**src/rtl/vedic_seq_mult.sv**
```systemverilog
// Column-serial Urdhva-Tiryagbhyam multiplier, one crosswise column per clock.
// Optional VEDIC_SEQ_MULT_SIGNED_EN builds the two's complement variant.
module vedic_seq_mult #(
  parameter int WIDTH = 4
) (
  input  logic                 clk,
  input  logic                 rst,
  input  logic                 start,
  input  logic [WIDTH-1:0]     a,
  input  logic [WIDTH-1:0]     b,
  output logic [2*WIDTH-1:0]   product,
  output logic                 busy,
  output logic                 done
);

  localparam int PW  = 2 * WIDTH;
  localparam int SW  = $clog2(WIDTH) + 2;
  localparam int CRW = SW - 1;
  localparam int CW  = $clog2(PW);

  localparam logic [CW-1:0] LAST = CW'(PW - 2);

  localparam logic [1:0] S_IDLE = 2'd0;
  localparam logic [1:0] S_COMP = 2'd1;
  localparam logic [1:0] S_DONE = 2'd2;

  logic [1:0]       state_q;
  logic [WIDTH-1:0] a_q;
  logic [WIDTH-1:0] b_q;
  logic [CW-1:0]    col_q;
  logic [CRW-1:0]   carry_q;
  logic [SW-1:0]    col_sum;
  logic [PW-1:0]    mag;
  logic [PW-1:0]    fin;
  logic [WIDTH-1:0] a_abs;
  logic [WIDTH-1:0] b_abs;

`ifdef VEDIC_SEQ_MULT_SIGNED_EN
  logic sign_q;

  // Column logic works on magnitudes; the sign is reapplied at the end.
  always_comb begin
    a_abs = a[WIDTH-1] ? -a : a;
    b_abs = b[WIDTH-1] ? -b : b;
    fin   = sign_q ? -mag : mag;
  end

  // Result sign is captured alongside the operands.
  always_ff @(posedge clk) begin
    if (rst) begin
      sign_q <= 1'b0;
    end else if (state_q == S_IDLE && start) begin
      sign_q <= a[WIDTH-1] ^ b[WIDTH-1];
    end
  end
`else
  // Unsigned build passes operands and result straight through.
  always_comb begin
    a_abs = a;
    b_abs = b;
    fin   = mag;
  end
`endif

  // Crosswise sum of every a[i]&b[j] with i+j on the current column.
  always_comb begin
    col_sum = SW'(carry_q);
    for (int i = 0; i < WIDTH; i++) begin
      for (int j = 0; j < WIDTH; j++) begin
        if (i + j == int'(col_q)) begin
          col_sum = col_sum + SW'(a_q[i] & b_q[j]);
        end
      end
    end
  end

  // Final column supplies the top two bits; the rest are already stored.
  always_comb begin
    mag = {col_sum[1:0], product[PW-3:0]};
  end

  // Control FSM plus column accumulation.
  always_ff @(posedge clk) begin
    if (rst) begin
      state_q <= S_IDLE;
      a_q     <= '0;
      b_q     <= '0;
      col_q   <= '0;
      carry_q <= '0;
      product <= '0;
      busy    <= 1'b0;
      done    <= 1'b0;
    end else begin
      unique case (state_q)
        S_IDLE: begin
          if (start) begin
            a_q     <= a_abs;
            b_q     <= b_abs;
            col_q   <= '0;
            carry_q <= '0;
            product <= '0;
            busy    <= 1'b1;
            state_q <= S_COMP;
          end
        end
        S_COMP: begin
          carry_q <= col_sum[SW-1:1];
          col_q   <= col_q + CW'(1);
          if (col_q == LAST) begin
            product <= fin;
            busy    <= 1'b0;
            done    <= 1'b1;
            state_q <= S_DONE;
          end else begin
            product[col_q] <= col_sum[0];
          end
        end
        S_DONE: begin
          done    <= 1'b0;
          state_q <= S_IDLE;
        end
        default: begin
          state_q <= S_IDLE;
        end
      endcase
    end
  end

endmodule

```
**config.mk**
```make
export PLATFORM = sky130hd
export DESIGN_NAME = vedic_seq_mult
export DESIGN_NICKNAME = d
export VERILOG_FILES = /design/src/rtl/vedic_seq_mult.sv
export SDC_FILE = /design/constraint.sdc
export NUM_CORES = 1
export LEC_CHECK = 0
export CORE_AREA = 5 5 94 96
export DETAILED_ROUTE_END_ITERATION = 12
export DIE_AREA = 0 0 99 101
export PLACE_DENSITY_LB_ADDON = 0.3
export SLEW_MARGIN = 20
export SYNTH_ARGS = -nofsm -noshare
export SYNTH_HDL_FRONTEND = slang
export SYNTH_SLANG_ARGS = --single-unit
```
**constraint.sdc**
```tcl
create_clock -name clk -period 10.8 [get_ports clk]
set_input_delay 1.62 -clock clk [delete_from_list [all_inputs] [get_ports clk]]
set_output_delay 1.62 -clock clk [all_outputs]
set_load 0.005 [all_outputs]
```
# Word level (Yosys, flattened, before mapping)
# Index checks and enable logic that the tools add are counted.
[totals]
ff_bits = 26
in_bits = 11
out_inout_bits = 10
wordCells = 100
[classes]
addsub = 17
magnitude_cmp = 2
n_eq_ne = 12
muxes = 33
bitwise = 16
n_reduce_logical = 11
[ops]
columns = ["op", "n"]
rows = [
  ["4-bit 2-to-1 mux", 16],
  ["4-bit by 1-bit adder with 4-bit output", 15],
  ["1-bit bitwise AND", 16],
  ["8-bit 2-to-1 mux", 2],
  ["8-bit case mux with 2 select lines", 1],
  ["3-bit == test, first input constant", 4],
  ["3-bit case mux with 2 select lines", 2],
  ["8-bit bitwise mux", 1],
  ["2-bit AND reduction", 4],
  ["2-bit by 3-bit == test with 1-bit output, first input constant", 2],
  ["2-bit != test, second input constant", 3],
  ["3-bit AND reduction", 2],
  ["3-bit by 1-bit adder with 4-bit output", 1],
  ["3-bit by 4-bit less-than comparator with 1-bit output, second input constant", 1],
  ["1-bit 2-to-1 mux", 4],
  ["2-bit 2-to-1 mux", 2],
  ["1-bit case mux with 2 select lines", 2],
  ["2-bit case mux with 2 select lines", 1],
  ["2-bit nonzero test", 2],
  ["3-bit by 1-bit adder with 3-bit output, second input constant", 1],
  ["1-bit demux with 3-bit select", 1],
  ["3-bit == test, second input constant", 1],
  ["3-bit by 1-bit greater-or-equal comparator with 1-bit output, second input constant", 1],
  ["3-bit logical NOT", 1],
  ["other kinds (5)", 5],
]

# Longest topological paths before layout
# Gate-level depths: netlist of the first run.
[logic_depth]
word_depth = 36
mapped_depth = 55
depth_no_buf = 53

# Worst setup path after synthesis of the first run
# Ideal clock, no wire load.
[synth_timing]
path_type = "register -> register"
startpoint = "reg col_q[0]"
endpoint = "reg carry_q[2]"
setup_time_ns = 0.084
arrival_ns = 10.201
t_required_ns = 10.716
path_slack_ns = 0.515
stages_incl_launch_ff = 52
n_path_buf = 2
synth_period_minus_slack_ns = 10.285
cell_sequence = "dfxtp_1 > clkbuf_1 > inv_1 > ha_1 > clkbuf_2 > nor2b_1 > mux2_2 > ha_1 > ha_1 > nor3b_1 > a211oi_2 > ha_1 > mux2_2 > ha_1 > nand2b_1 > o21a_1 > ha_1 > nor2_1 > [... 16 more ...] > nand2_1 > nand2_1 > ha_1 > nor2_1 > nor2_1 > ha_1 > nor2_1 > a21oi_1 > o31a_1 > ha_1 > a21oi_1 > o41ai_1 > ha_1 > o21ai_0 > nor3_2 > xnor3_1 > xnor3_1 > o31ai_2"
[synth_via]
elab_chain_cells = 33
elab_cells_between_ends = 39
cone_classes = "15 x add/sub; 6 x eq/ne; 17 x mux; 1 x reduce/logical"
[synth_rtl]
columns = ["item", "line", "text"]
rows = [
  ["from (decl)", "30", "logic [CW-1:0] col_q;"],
  ["from (signal assigned)", "108", "col_q <= col_q + CW'(1);"],
  ["3-bit logical NOT", "70", "if (i + j == int'(col_q)) begin"],
  ["4-bit 2-to-1 mux", "70", ""],
  ["4-bit by 1-bit adder with 4-bit output", "71", "col_sum = col_sum + SW'(a_q[i] & b_q[j]);"],
  ["4-bit 2-to-1 mux", "70", ""],
  ["4-bit by 1-bit adder with 4-bit output", "71", ""],
  ["4-bit 2-to-1 mux", "70", ""],
  ["4-bit by 1-bit adder with 4-bit output", "71", ""],
  ["4-bit 2-to-1 mux", "70", ""],
  ["[... 17 more ...]", "n/a", ""],
  ["4-bit 2-to-1 mux", "70", ""],
  ["4-bit by 1-bit adder with 4-bit output", "71", ""],
  ["4-bit 2-to-1 mux", "70", ""],
  ["4-bit by 1-bit adder with 4-bit output", "71", ""],
  ["4-bit 2-to-1 mux", "70", ""],
  ["4-bit by 1-bit adder with 4-bit output", "71", ""],
  ["4-bit 2-to-1 mux (*)", "70", ""],
  ["3-bit case mux with 2 select lines (*)", "94", "unique case (state_q)"],
  ["to (signal assigned)", "107", "carry_q <= col_sum[SW-1:1];"],
  ["to (decl)", "31", "logic [CRW-1:0] carry_q;"],
]
# Every way passes the cells marked *; elsewhere a longest branch is shown, timed or not.
# A chain may end at the register's enable or synchronous reset.

# Worst setup path after layout of the first run
# Same ends and word-level chain as after synthesis.

==> results of run 1 <==
==> report_power, final <==
group	internal, W	total, W	switching (W)
logic	0.0000409	0.0000892	0.0000483
clock network	0.0000326	0.0000634	0.0000308
registers	0.0000990	0.000102	0.00000320
total	0.000173	0.000255	0.0000823
==> layout make-up <==
cell class	instances	area, um^2	share of cell area, %
Timing Repair Buffer	33	298	8.48
Tap cell	105	131	3.74
Sequential cell	26	520	14.8
Multi-Input combinational cell	350	2470	70.3
Clock buffer	4	55.1	1.57
Inverter	10	37.5	1.07
==> worst max-delay path by stage <==
| stage | end | startpoint | slack (ns) | cells past startpoint |
|---|---|---|---|---|
| after global placement | carry_q[2] | col_q[0] | 0.15 | 50 |
| final | carry_q[2] | col_q[0] | 0.59 | 51 |
| after floorplan | carry_q[2] | col_q[0] | 0.51 | 51 |
| after detailed placement | carry_q[2] | col_q[0] | 0.08 | 50 |
| after global routing | carry_q[0] | col_q[0] | 0.01 | 53 |
| after CTS | carry_q[2] | col_q[0] | 0.04 | 50 |
==> sequential cells by signal, summed over array words and instances (netlist names) <==
name,count
product,8
a_q,4
state_q,2
busy,1
col_q,3
done,1
carry_q,3
b_q,4
==> cell usage in the layout, fill, tap and decap left out, types with 3 or more instances in the layout <==
cell type,instances
o31a_1,3
nor2_1,36
clkdlybuf4s50_1,20
mux2_2,7
a22oi_1,3
and3_1,7
buf_4,13
o21ai_0,20
ha_1,36
and2_1,20
nand3_1,11
a32o_1,4
a21oi_1,27
nor2b_1,4
a21o_1,4
nand4_1,7
clkbuf_8,4
xnor3_1,4
xor2_1,12
xnor2_1,9
o21bai_1,3
nor3_1,4
dfxtp_1,26
inv_1,9
mux2i_1,4
nand2_1,69
nand2b_1,7
o21a_1,3
nand3b_1,3
a31oi_1,4
==> logic make-up (layout without fill, tap and decap cells) <==
family	Yosys count	count (layout)	share of synthesized area, %
compound gates	93	93	20.2
xor+xnor	29	29	11.7
fa+ha+maj	37	37	15.0
buf+inv	31	47	4.25
flops	26	26	16.8
mux	12	12	4.33
simple gates	179	179	27.7
==> synth_stat cells, types with 3 or more instances <==
| cell type | n | area, um^2 |
|---|---|---|
| nand3b_1 | 3 | 22.5 |
| nor2_1 | 37 | 139 |
| clkbuf_1 | 16 | 60.1 |
| xnor2_1 | 9 | 78.8 |
| and3_1 | 7 | 43.8 |
| and2_1 | 20 | 125 |
| a21oi_1 | 27 | 135 |
| a21o_1 | 4 | 30.0 |
| nor2b_1 | 5 | 31.3 |
| ha_1 | 37 | 463 |
| nand4_1 | 7 | 43.8 |
| a22oi_1 | 3 | 22.5 |
| o21bai_1 | 3 | 22.5 |
| o21ai_0 | 21 | 105 |
| o21a_1 | 3 | 22.5 |
| nand2_1 | 69 | 259 |
| nand2b_1 | 7 | 43.8 |
| mux2i_1 | 4 | 40.0 |
| nand3_1 | 11 | 55.1 |
| a32o_1 | 4 | 40.0 |
| xor2_1 | 12 | 105 |
| mux2_2 | 7 | 78.8 |
| dfxtp_1 | 26 | 521 |
| nor3_1 | 4 | 20.0 |
| xnor3_1 | 4 | 90.1 |
| o31a_1 | 3 | 26.3 |
| a31oi_1 | 4 | 25.0 |
| inv_1 | 9 | 33.8 |
==> critical path: cells and delay by family, from the launching register on <==
family / cells / cell delay, ns
adder cells (fa/ha/maj): 16 / 4.57
AND/OR/NAND/NOR: 18 / 2.06
multiplexers: 4 / 1.23
AO/OA/AOI/OAI: 9 / 1.08
XOR/XNOR: 3 / 0.74
flip-flops: 1 / 0.32
buffers and inverters: 1 / 0.10
==> timing repair <==
action,in CTS,in global routing
resized for setup,0,6
endpoints found under the setup margin,0,4
setup buffers,0,5
==> metrics by stage <==
stage | instance area, um^2 | power (W) | util (%) | hold WS (ns) | setup WS (ns)
final | 3510 | 0.000255 | 44.1 | 0.454 | 0.593
after floorplan | 3090 | 0.000166 | - | 0.446 | 0.515
after CTS | 3450 | 0.000251 | 43.3 | 0.458 | 0.0415
after detailed placement | 3390 | 0.000188 | 42.6 | 0.444 | 0.0789
after global placement | 3390 | 0.000186 | 42.6 | 0.440 | 0.151
after global routing | 3510 | 0.000273 | 44.1 | 0.481 | 0.00962
==> layer usage <==
metal  share of wire [%]  GRT usage (%)
met3                 3.3           1.73
met4                0.82           2.42
met2                  48           27.3
met5                   0              0
met1                  48           20.1
==> out/qor.txt, run 1 <==
Tmin final: 10.21 ns
Final setup fails: 0
Ant diodes: 0
Hold depth: 2
Critical path class: register to register
Leak: 1.51 nW
#FFs+latches synth: 26
Hold Startpoint: product[3]
Port Buffer Count: 20
Setup Skew: 0.00379 ns
Routed Antenna Nets: 0
Layout cells sized above 1: 9.93%
TritonCTS clock tree: done
Worst slew pin tran: 0.856 ns
Post-synth EDFFs: 0
Initial antenna violation count: 0
Highest Clock Rate: 98.0 MHz
Most used cell, CP: ha_1
# DRC: 0
Detailed Route Iter0 Violations: 134
Startpoint types: register
First-pass GRT wire length: 13000 um
Final Slew Violations: 0
CTS Root Cell: clkbuf_8
Cells after synthesis: 407
CTS Sinks: 26
Initial core utilization: 38.8%
Relative slew slack: 42.8%
Fillers: 772
Non-filler cells, final: 528
Peak supply drop: 0.0752 mV
Worst endpoint required time: 10.99 ns
Area grow syn2layout: 13.5%
Wire length per cell: 14.1 um
Die Wd: 99 um
Vias in the first global route: 2806
Mean Syn Cell Area: 7.60 um^2
Yosys warnings: 0
GPL Wtd Cong: 0.852
Post-Synthesis Cell Area: 3090 um^2
Syn Nets: 455
CP endpoint kind: register
Die area: 10000 um^2
Status: finished clean
Critical path arrival: 10.40 ns
Reg-to-reg endpoint: carry_q[2]
Total of max-cap violations: 0
Worst path max stage delay: 0.39 ns
TritonCTS Buffers: 3
Final HPWL DP: 5740 um
Via count: 2892
Hold EP: product[3]
IO Count: 21
CP max FO: 5
Final nets: 472
FP Rows: 33
Crit Reg-Reg Startpoint: col_q[0]
Drt first pass iters: 4
Largest net degree at the start of global routing: 29
Flop2flop setup slack: 0.59 ns
Dpl cells: 519
Hold WC Path Type: register to register
Synth unique cells: 62
Synth async-reset ratio: 0%
Setup TNS: 0 ns
Worst-skew pair later-pin latency: 0.27 ns
Chip height: 101 um
Crit path max-delay cell type: xnor3_1
Worst-case reg-to-reg path depth: 51
Final Hold Viols: 0
Vias/cell: 5.48
Final WL: 7470 um
Worst-path clk slew: 0.09 ns
H-Tree Depth: 1
GR Overflow Total: 0
GRT Overall Usage: 15.3%
Cts-stage hold buffer count: 0
Clock Path Buffers: 2
Post-synthesis sequential area ratio: 16.8%
Ys flop type: dfxtp_1
Core area: 7970 um^2
Period utilisation layout: 94.5%
Pwr Density: 72.6 nW/um^2
RSZ-0062 raised after global routing: no
No activity file was read; power rests on OpenSTA's default activity.
==> run 2, diff against run 1 <==
--- a/config.mk
+++ b/config.mk
@@ -5,6 +5,7 @@
 export SDC_FILE = /design/constraint.sdc
 export NUM_CORES = 1
 export LEC_CHECK = 0
+export CAP_MARGIN = 40
 export CORE_AREA = 5 5 94 96
 export DETAILED_ROUTE_END_ITERATION = 12
 export DIE_AREA = 0 0 99 101
==> constraint.sdc (replaced) <==
create_clock -name clk -period 10.1 [get_ports clk]
set_input_delay 1.515 -clock clk [delete_from_list [all_inputs] [get_ports clk]]
set_output_delay 1.515 -clock clk [all_outputs]
set_load 0.01 [all_outputs]
==> run 2 against run 1 <==
  * Clock skew rose by 0.0039 ns
  * Non-clock buffer count increased by 7
  * Highest routed layer unchanged
  * Critical endpoint unchanged
  * Worst hold slack improved by 0.0047 ns
  * Critical path depth decreased by 1
  * Critical path type unchanged
  * Sequential share of layout area decreased by 0.66 points
  * Cell count is 1.3% higher
==> out/qor.txt, run 2 (synthesis results as in run 1) <==
Tmin final: 9.59 ns
Total of max-cap violations: 0
Drt first pass iters: 4
Clock Path Buffers: 2
# DRC: 0
Crit path max-delay cell type: mux2_2
Most flops, register: product
Cts-stage hold buffer count: 0
Routed Antenna Nets: 0
Final HPWL DP: 6060 um
GRT Overall Usage: 15.4%
Layout cells sized above 1: 15.3%
Setup Skew: 0.00767 ns
Relative slew slack: 56.3%
Core area: 7970 um^2
Largest net degree at the start of global routing: 29
PnR worst setup slack: 0.506 ns
Pwr Density: 82.7 nW/um^2
Worst slew pin tran: 0.649 ns
Worst path max stage delay: 0.35 ns
Via count: 2947
Hold WC Path Type: register to register
Die Wd: 99 um
Most used cell, CP: ha_1
Place WS: -0.189 ns
Wire length per cell: 14.8 um
Die area: 10000 um^2
Cell Area, Placed: 3470 um^2
CP endpoint kind: register
Ant diodes: 0
IO Count: 21
Fillers: 792
Highest Clock Rate: 104 MHz
CTS Root Cell: clkbuf_8
TritonCTS Buffers: 3
Period utilisation layout: 95.0%
Port Buffer Count: 20
Critical path class: register to register
GR Overflow Total: 0
Startpoint types: register
Largest register FFs: 8
H-Tree Depth: 1
Final setup fails: 0
Chip height: 101 um
Peak supply drop: 0.0889 mV
Status: finished clean
TritonCTS clock tree: done
Worst endpoint required time: 10.29 ns
CTS Sinks: 26
Final Hold Viols: 0
CP max FO: 4
Worst-path clk slew: 0.09 ns
Vias in the first global route: 2797
Final nets: 479
Final WL: 7940 um
Most common cell after layout, fill and taps aside: nand2_1
FP Rows: 33
Initial antenna violation count: 0
GPL Wtd Cong: 0.950
First-pass GRT wire length: 12900 um
Most frequent cells in the layout: nand2_1, nor2_1, ha_1, dfxtp_1, a21oi_1
Leak: 1.54 nW
Non-filler cells, final: 535
Final Slew Violations: 0
Critical path arrival: 9.79 ns
Area grow syn2layout: 18.7%
Top Registers: product x8, a_q x4, b_q x4
Vias/cell: 5.51
Initial core utilization: 38.8%
Design Area, Final: 3670 um^2
Detailed Route Iter0 Violations: 167
Flop2flop setup slack: 0.51 ns
Worst-skew pair later-pin latency: 0.28 ns
Dpl cells: 529
run 2: changes by cell type in the layout (fill, tap and decap cells not counted), sizes merged:
cell | previous run | this run
bufinv | 0 | 1
buf | 13 | 20
clkbuf | 4 | 3
run 2: critical path: cells and delay by family (launching register included):
| family | cells | cell delay [ns] |
|---|---|---|
| AO/OA/AOI/OAI | 10 | 1.20 |
| XOR/XNOR | 2 | 0.47 |
| adder cells (fa/ha/maj) | 16 | 4.36 |
| buffers and inverters | 1 | 0.08 |
| flip-flops | 1 | 0.32 |
| multiplexers | 4 | 1.27 |
| AND/OR/NAND/NOR | 17 | 1.79 |
run 2: per-layer routing:
layer	wire length, um	up-vias	global-route usage, %	part of all wire [%]
met1	3550	1368	20.3	45
met5	0	-	0	0
li1	-	1488	-	-
met3	382	10	1.11	4.8
met2	3930	81	27.5	49
met4	75	0	3.26	0.95
run 2: stage by stage:
stage | util [%] | hold slack [ns] | power, W | TNS (ns)
after CTS | 44.5 | 0.463 | 0.000295 | 0
final | 46.1 | 0.459 | 0.000304 | 0
after global placement | 43.5 | 0.447 | 0.000205 | 0
after floorplan | - | 0.457 | 0.000178 | 0
after detailed placement | 43.5 | 0.446 | 0.000208 | -0.189
after global routing | 46.1 | 0.499 | 0.000324 | -0.00562
run 2: final timing paths:
path | end | from | cells past startpoint
setup / recovery | carry_q[2] | col_q[0] | 50
setup reg to reg | carry_q[2] | col_q[0] | 50
hold reg to reg | product[3] | product[3] | 2
hold / removal | product[3] | product[3] | 2
run 2: layout make-up:
cell class / instances / area, um^2 / share of cell area, %
clock buffers: 3 / 41.3 / 1.12
clock inverters: 1 / 30.0 / 0.817
inverters: 10 / 37.5 / 1.02
multi-input cells: 350 / 2550 / 69.6
flip-flops and latches: 26 / 520 / 14.2
well taps: 105 / 131 / 3.58
repair buffers: 40 / 358 / 9.74
run 2: timing repair:
action | CTS | global route
endpoints found under the hold margin | 0 | 0
resized for setup | 1 | 22
setup endpoints to repair | 1 | 4
buffers inserted | 0 | 1
pin swaps | 4 | 4
run 2: report_power, final:
| group | switching (W) | internal (W) | total (W) |
|---|---|---|---|
| clock network | 0.0000338 | 0.0000531 | 0.0000869 |
| logic | 0.0000569 | 0.0000511 | 0.000108 |
| registers | 0.00000294 | 0.000106 | 0.000109 |
| total | 0.0000937 | 0.000210 | 0.000304 |
